File: config.mk
export PLATFORM = sky130hd
export DESIGN_NAME = alu_issue_stage
export DESIGN_NICKNAME = d
export VERILOG_FILES = /design/src/rtl/alu_issue_stage.sv
export SDC_FILE = /design/constraint.sdc
export NUM_CORES = 1
export LEC_CHECK = 0
export ABC_AREA = 1
export CAP_MARGIN = 0
export CORE_MARGIN = 2
export CORE_UTILIZATION = 35
export CTS_CLUSTER_SIZE = 14
export DETAILED_ROUTE_END_ITERATION = 8
export PLACE_DENSITY = 0.59
export SKIP_LAST_GASP = 1
export SYNTH_ARGS = -nofsm -noshare
export SYNTH_HDL_FRONTEND = slang
export SYNTH_SLANG_ARGS = --single-unit
File: constraint.sdc
create_clock -name clk -period 16.7 [get_ports clk]
set_input_delay 5.01 -clock clk [delete_from_list [all_inputs] [get_ports clk]]
set_output_delay 5.01 -clock clk [all_outputs]
set_load 0.05 [all_outputs]
File: src/rtl/alu_issue_stage.sv
// Operand-fetch/issue and writeback stage in front of a combinational ALU.
// Optional build macro ALU_ISSUE_FWD_EN: forward alu_Y on RAW hazards instead of stalling.
module alu_issue_stage #(
    parameter int              N      = 16,
    parameter int              C      = 8,
    parameter int              S      = 5,
    parameter int              R      = 4,
    parameter logic [C-1:0]    NOP_OP = '0
) (
    input  logic         clk,
    input  logic         rst,
    input  logic         in_valid,
    output logic         in_ready,
    input  logic [C-1:0] in_opcode,
    input  logic [R-1:0] in_rd,
    input  logic [R-1:0] in_rs,
    input  logic [R-1:0] in_rt,
    input  logic [N-1:0] in_imm,
    input  logic         in_use_imm,
    input  logic [S-1:0] in_shift,
    output logic [C-1:0] alu_opcode,
    output logic [N-1:0] alu_A,
    output logic [N-1:0] alu_B,
    output logic [S-1:0] alu_shift,
    input  logic [N-1:0] alu_Y,
    output logic         wb_valid,
    output logic [R-1:0] wb_rd,
    output logic [N-1:0] wb_data,
    input  logic [R-1:0] dbg_addr,
    output logic [N-1:0] dbg_data
);

    localparam int DEPTH = 1 << R;

    logic [N-1:0] rf [DEPTH];
    logic         e_valid;
    logic [R-1:0] e_rd;

    logic         accept;
    logic         e_writes;
    logic         hazard_rs;
    logic         hazard_rt;
    logic [N-1:0] rf_a;
    logic [N-1:0] rf_b;
    logic [N-1:0] op_a;
    logic [N-1:0] op_b;

    // r0 is hard-wired to zero on every read port, independent of storage contents.
    assign rf_a     = (in_rs == '0)    ? '0 : rf[in_rs];
    assign rf_b     = (in_rt == '0)    ? '0 : rf[in_rt];
    assign dbg_data = (dbg_addr == '0) ? '0 : rf[dbg_addr];

    assign e_writes  = e_valid && (e_rd != '0);
    assign hazard_rs = e_writes && (in_rs == e_rd);
    assign hazard_rt = e_writes && !in_use_imm && (in_rt == e_rd);
    assign accept    = in_valid && in_ready;

    // NOTE: every variable driven here gets a default first so no latch is inferred.
    always_comb begin
        op_a = rf_a;
        op_b = in_use_imm ? in_imm : rf_b;
`ifdef ALU_ISSUE_FWD_EN
        in_ready = 1'b1;
        if (hazard_rs) op_a = alu_Y;
        if (hazard_rt) op_b = alu_Y;
`else
        // One bubble lets the in-flight result land in the RF before the dependent read.
        in_ready = !(hazard_rs || hazard_rt);
`endif
    end

    // NOTE: the register file is flop-based and cleared by reset because software
    // relies on every register reading zero after reset; it is not a RAM macro.
    always_ff @(posedge clk or posedge rst) begin
        if (rst) begin
            for (int i = 0; i < DEPTH; i++) rf[i] <= '0;
            wb_valid <= 1'b0;
            wb_rd    <= '0;
            wb_data  <= '0;
        end else begin
            wb_valid <= e_writes;
            if (e_writes) begin
                rf[e_rd] <= alu_Y;
                wb_rd    <= e_rd;
                wb_data  <= alu_Y;
            end
        end
    end

    // NOTE: sequential state uses non-blocking assignments so all flops sample together.
    always_ff @(posedge clk or posedge rst) begin
        if (rst) begin
            e_valid    <= 1'b0;
            e_rd       <= '0;
            alu_opcode <= NOP_OP;
            alu_A      <= '0;
            alu_B      <= '0;
            alu_shift  <= '0;
        end else begin
            e_valid <= accept;
            if (accept) begin
                e_rd       <= in_rd;
                alu_opcode <= in_opcode;
                alu_A      <= op_a;
                alu_B      <= op_b;
                alu_shift  <= in_shift;
            end else begin
                alu_opcode <= NOP_OP;
            end
        end
    end

endmodule

# Word-level counts from Yosys, hierarchy flattened

Index checks and enable logic that the tools add are counted.

Eq/ne operators: 2
Bitwise logic cells: 4
Reduce and logical (&&, ||, !) cells: 13
Magnitude comparators: 5
Muxes and demuxes: 17

Operators by type and width:

| kind                                                                         | count |
|---|---|
| 256-bit bitwise mux                                                          | 1 |
| 16-bit binary-select mux with 4-bit select                                   | 3 |
| 16-bit two-way mux                                                           | 11 |
| 16-bit demux with 4-bit select                                               | 1 |
| 5-bit greater-or-equal comparator, second input constant                     | 4 |
| 4-bit NOT with 5-bit output                                                  | 4 |
| 4-bit logical NOT                                                            | 3 |
| 4-bit equality test                                                          | 2 |
| 8-bit two-way mux                                                            | 1 |
| 1-bit logical AND                                                            | 6 |
| 5-bit by 1-bit less-than comparator with 1-bit output, second input constant | 1 |
| 4-bit nonzero test                                                           | 1 |
| 1-bit logical NOT                                                            | 2 |
| 1-bit logical OR                                                             | 1 |

Logic and storage cells: 66
Bits in registers: 327

# Longest topological paths before layout

Gate-level depths: netlist of run 1.

Depth after elaboration: 8
Depth in mapped cells: 12

# Least setup slack after synthesis of run 1

No wires, ideal clock.

Path type: input -> output
Start point: input port dbg_addr[1]
End point: output port dbg_data[15]
Setup slack: 4913 ps
Arrival: 6777 ps
Path buffers: 3
Stages: 9
Cells stage by stage: buf_2 > inv_1 > buf_2 > clkbuf_1 > a21oi_1 > o21ai_0 > nand2_1 > nand2_1 > a31oi_1

Longest elaborated chain between the ends: 5

RTL lines:

| element                                                | line | text |
|---|---|---|
| start, declared                                        | 29   | `input logic [R-1:0] dbg_addr,` |
| 4-bit NOT with 5-bit output (not written as such)      | 51   | `assign dbg_data = (dbg_addr == '0) ? '0 : rf[dbg_addr];` |
| 16-bit binary-select mux with 4-bit select             | 51   |  |
| 16-bit two-way mux (not written as such) (2 in series) | 51   |  |
| 16-bit two-way mux *                                   | 51   |  |
| end, declared                                          | 30   | `output logic [N-1:0] dbg_data` |

Mark *: on every way between the ends. The rest lies on a longest branch, timed or not. The select of a mux whose other input is x is not followed.

# Final worst setup path of run 1

Start point: input port dbg_addr[3]
End point: output port dbg_data[14]

The elaborated chain is that of the path after synthesis.

==> results of run 1 <==
## routing by layer
metal	track usage	vias up
met5	0	-
met4	0.114	2
met3	0.0482	177
met2	0.403	1180
met1	0.364	9551
li1	-	9407
## stage by stage
stage	instances	hold slack (ns)
floorplan	2931	0.453
global placement	3630	0.399
detailed placement	3630	0.405
CTS	3704	0.419
global route	3704	0.430
finish	3704	0.419
## cells in the final DEF, fill, tap and decap left out
master	n
nor2_4	1
clkbuf_8	10
buf_4	46
dfrtp_1	327
clkdlybuf4s50_1	141
o21ai_0	492
clkinvlp_4	4
o21ai_1	4
clkbuf_1	9
nor2_1	99
clkinv_8	1
clkinv_1	2
clkinv_2	6
a21oi_1	231
inv_8	1
clkinv_4	1
inv_1	309
nand3_2	4
inv_2	6
buf_2	3
a31oi_1	16
nor2_2	7
bufinv_16	2
o211ai_1	44
a31oi_4	1
nand3_1	232
nand3_4	1
o22ai_1	11
clkbuf_16	42
nand2_1	902
nor4_4	1
## registers in the layout, indices dropped and copies added, names as in the netlist
register and flops:
wb_data 16, alu_opcode 8, alu_shift 5, wb_valid 1, wb_rd 4, e_rd 4, alu_A 16, e_valid 1
rf 256, alu_B 16
## where the power goes
group / total (mW) / switching [mW] / leakage [nW] / internal [mW]
Sequential: 1.38 / 0.260 / 3.91 / 1.12
Clock: 0.903 / 0.365 / 0.660 / 0.538
Combinational: 1.24 / 0.822 / 6.69 / 0.416
## logic make-up after synthesis
kind of cell	count (synthesis)	synth area share
compound gates	799	0.213
buf+inv	558	0.112
flops	327	0.418
simple gates	1247	0.257
## layout make-up
type | instances | area, um2 | area share
tap | 748 | 936 | 0.0413
clock buffer | 61 | 1220 | 0.0539
multi-input combinational | 2046 | 9210 | 0.406
sequential | 327 | 8180 | 0.361
inverter | 319 | 1210 | 0.0532
clock inverter | 13 | 140 | 0.00618
timing repair buffer | 190 | 1770 | 0.0782
## worst register-to-register path: stages (launching register included)
cell	delay (ns)
dfrtp_1	0.44
nor2_2	0.26
nand2_1	0.08
nand2_1	0.06
buf_4	0.35
inv_1	0.11
nand3_1	0.17
nand3_4	0.55
nor2_4	0.55
nand2_1	0.12
nand2_1	0.07
## worst min path at each step
stage               endpoint  cells past startpoint  slack, ns     from
finish               rf[241]                      0       0.42  rf[241]
global route         rf[240]                      0       0.43  rf[240]
CTS                  rf[241]                      0       0.42  rf[241]
detailed placement   rf[241]                      0       0.41  rf[241]
global placement     rf[241]                      0       0.40  rf[241]
floorplan            rf[100]                      2       0.45  rf[100]
## cell usage after synthesis, drive strengths merged
master,number
clkinv,2
nor4,1
clkbuf,156
buf,83
nand2,902
a21oi,231
inv,317
dfrtp,327
o22ai,11
nand3,237
nor2,107
o211ai,44
o21ai,496
a31oi,17
==> metrics.yaml, run 1 <==
synth:
  syn_nets: 2996
  ys_types: 24
  ys_seq_area_frac: 0.418
  syn_area_per_cell_um2: 6.67
  synth_area_mm2: 0.0196
  syn_inst: 2931
  ys_seq_elements: 327
  yosys-top-cells-area: "dfrtp_1, nand2_1, o21ai_0"
  yosysWarnings: 0
  synth.largest_area_cell: "dfrtp_1"
  yosysTopAreaCellShare: 0.418
floorplan:
  dieHeight_um: 240
  fp.dieW_um: 240
  row_count: 86
  core_area_mm2: 0.0552
  io_pins: 148
  initial_core_util: 0.354
  die_area_mm2: 0.0578
clock_network:
  cts_resized: 0
  cts_tree: "built"
  cts_made_buffers: 40
  clkLatencyLatePin_ns: 0.58
  ctsHoldBuffers: 0
  cts_setup_buffers: 0
  path_clk_slew_ns: 0.06
  cts_sinks: 327
  root_buffer: "clkbuf_16"
  clk_path_buf_depth: 3
  htreeDepth: 2
run_status:
  outcome: "finished clean"
critical_path:
  path_cells: "clkdlybuf4s50_1, nor2_2, nand2_1, a31oi_1, clkdlybuf4s50_1"
  path_delay_family: "buffers and inverters"
  slowest_stage: "nor2_2"
  cp.required_ns: 11.69
  cpPeakStageDelay_ns: 1.16
  path_class: "input pin to output pin"
  ff2ff_path_depth: 10
  path_max_fanout: 19
  r2r_end: "alu_A[5]"
  startpoint_type: "input pin"
  cp_num_cells: 5
  crit_top_cell: "clkdlybuf4s50_1"
  cp.arrival_ns: 8.76
  reg2reg_slack_ns: 13.88
  rr_startpoint: "e_rd[2]"
  endpoint_kind: "output pin"
  crit_end: "dbg_data[14]"
  critPathBufInv: 2
  startpoint: "dbg_addr[3]"
detailed_routing:
  drc: 0
  drt_pre_antenna_iters: 6
  finalWirelength_um: 77000
  first_iter_violations: 2605
  met2_length_um: 33400
  met1_length_um: 32500
  via_per_inst: 5.49
  wl_per_cell_um: 20.8
  topRoutingLayerUsed: "met5"
  ant_nets: 0
  wl_met3_um: 8160
  vias: 20300
timing:
  maxSlewHeadroom: 0.137
  tns_ns: 0
  post-route-period-util: 0.824
  fin_ws_ns: 2.93
  fin_crit_ns: 13.77
  skew_ns: 0.0271
  max_slew.worst_pin.slew_ns: 1.29
  grt_setup_unrepaired: "no"
  drv_slew: 0
  setup_viol: 0
  finalHoldViolCount: 0
  fmax_mhz: 72.6
power:
  powerDensity_mw_per_mm2: 155
  irDropWorstVdd_mv: 0.0820
  p_leak_nw: 11.3
  power.total_mw: 3.52
worst_hold_path:
  holdCritPathClass: "register to register"
placed_design:
  globalplace.congestion: 0.866
  place_hpwl_um: 47500
  post-place-ws_ns: 3.14
  placed_area_mm2: 0.0213
  port_buffers: 147
finish:
  fillers: 5792
  syn_to_final_growth_pct: 15.9
  layout-drive-gt1-share: 0.0463
  fin_area_mm2: 0.0227
  fin_util: 0.411
  finalNetCount: 2989
  antenna_cells: 0
global_routing:
  grt_pass1_wl_um: 116000
  grt_max_degree: 131
  grt_usage: 0.264
  antenna_found_initial: 1
  grt-ovfl-total: 0
  grt_pass1_vias: 18700
job:
  cap_viol_max_count: 0
(Power assumes the default switching activity.)
==> run 2, diff against run 1 <==
- PLACE_DENSITY: 0.59 -> 0.61
- clock period: 16.7 -> 11.15 ns (I/O delays scaled with it)
==> run 2 against run 1 <==
Compared with the run above:
- count of clock-buffer cells in the layout is 4 lower
- clock power grew 50%
- first-iteration DRC count decreased by 4.4%
- via count is 4.0% lower
- sequential power grew 49%
- die area did not move
- final area shrank 0.13%
- sequential cell count did not move
- highest routed layer is now met4
==> metrics.yaml, run 2 (synthesized netlist as in run 1, its figures left out) <==
placed_design:
  globalplace.congestion: 0.878
  post-place-ws_ns: 1.99
  port_buffers: 147
  placed_area_mm2: 0.0213
  place_hpwl_um: 45900
  placed_cells: 3632
detailed_routing:
  wl_per_cell_um: 20.0
  ant_nets: 0
  drt_pre_antenna_iters: 6
  via_per_inst: 5.26
  vias: 19500
  finalWirelength_um: 74100
  drc: 0
  first_iter_violations: 2490
job:
  cap_viol_max_count: 0
critical_path:
  path_cells: "clkdlybuf4s50_1, nand2_1, nand2_1, nor2_1, nand3_1, nand2_1, inv_1, clkdlybuf4s50_1"
  path_class: "input pin to output pin"
  critPathBufInv: 3
  slowest_stage: "clkdlybuf4s50_1"
  endpoint_kind: "output pin"
  path_max_fanout: 14
  crit_top_cell: "nand2_1"
  startpoint_type: "input pin"
  cp.arrival_ns: 5.81
  cpPeakStageDelay_ns: 1.08
  path_delay_family: "buffers and inverters"
  cp.required_ns: 7.81
clock_network:
  htreeDepth: 2
  cts_sinks: 327
  cts_setup_buffers: 0
  clk_path_buf_depth: 3
  ctsHoldBuffers: 0
  cts_tree: "built"
  cts_resized: 0
  cts_made_buffers: 41
  root_buffer: "clkbuf_16"
  path_clk_slew_ns: 0.05
  clkLatencyLatePin_ns: 0.58
timing:
  fmax_mhz: 109
  max_slew.worst_pin.slew_ns: 1.16
  skew_ns: 0.0219
  setup_viol: 0
  post-route-period-util: 0.821
  tns_ns: 0
  finalHoldViolCount: 0
  fin_crit_ns: 9.15
  grt_setup_unrepaired: "no"
  drv_slew: 0
  maxSlewHeadroom: 0.225
  fin_ws_ns: 2.00
power:
  p_leak_nw: 11.3
  irDropWorstVdd_mv: 0.102
  powerDensity_mw_per_mm2: 232
global_routing:
  grt_max_degree: 165
  grt-ovfl-total: 0
  antenna_found_initial: 0
  grt_usage: 0.256
  grt_pass1_vias: 18000
  grt_pass1_wl_um: 112000
finish:
  final_common_cell: "nand2_1"
  stdcell_count: 3705
  layout-drive-gt1-share: 0.0531
  finalNetCount: 2992
  largest_reg_flops: 256
  regMostFlops: "rf"
  fin_util: 0.410
  mostFrequentLayoutCells: "nand2_1, o21ai_0, dfrtp_1, inv_1, nand3_1"
  fin_area_mm2: 0.0226
  syn_to_final_growth_pct: 15.8
  antenna_cells: 0
floorplan:
  core_area_mm2: 0.0552
  io_pins: 148
  dieHeight_um: 240
  fp.dieW_um: 240
  row_count: 86
  die_area_mm2: 0.0578
  initial_core_util: 0.354
run_status:
  outcome: "finished clean"
worst_hold_path:
  holdCritPathClass: "register to register"
## run 2: cell types whose count changed in the layout (fill, tap and decap cells not counted), sizes merged
cell           before  now
buf                49   67
clkdlybuf4s50     141  125
clkbuf             61   57
inv               316  319
## run 2: final cells by class
cell class                      instances  area, um2
Fill cell                            5835      32600
Clock inverter                         16        145
Tap cell                              748        936
Multi-Input combinational cell       2046       9210
Sequential cell                       327       8180
Timing Repair Buffer                  192       1770
Inverter                              319       1200
Clock buffer                           57       1200
## run 2: path summary, 6_finish.rpt
check,slack [ns],end,from,depth (start not counted)
max,2.00,in_ready,in_rs[2],8
min,0.41,rf[243],rf[243],0
max reg2reg,8.26,alu_A[9],e_rd[2],10
min reg2reg,0.41,rf[243],rf[243],0
max in group asynchronous,6.14,rf[92],rst,4
min in group asynchronous,3.29,rf[35],rst,3
## run 2: per-stage QoR
| stage | hold slack [ns] | total power [mW] |
|---|---|---|
| detailed placement | 0.403 | 3.88 |
| global route | 0.435 | 5.62 |
| floorplan | 0.453 | 3.29 |
| global placement | 0.407 | 3.85 |
| finish | 0.413 | 5.24 |
| CTS | 0.416 | 5.25 |
## run 2: routing by layer
metal  track usage  up-vias  routed length [um]
met3        0.0443      146                6920
li1              -     9413                   -
met5             0        -                   0
met2         0.386      969               31700
met1         0.356     8976               32200
met4         0.120        0                3270
## run 2: where the power goes
| group | switching, mW | total [mW] | internal, mW |
|---|---|---|---|
| logic | 1.21 | 1.83 | 0.619 |
| clock network | 0.552 | 1.35 | 0.794 |
| registers | 0.385 | 2.06 | 1.68 |
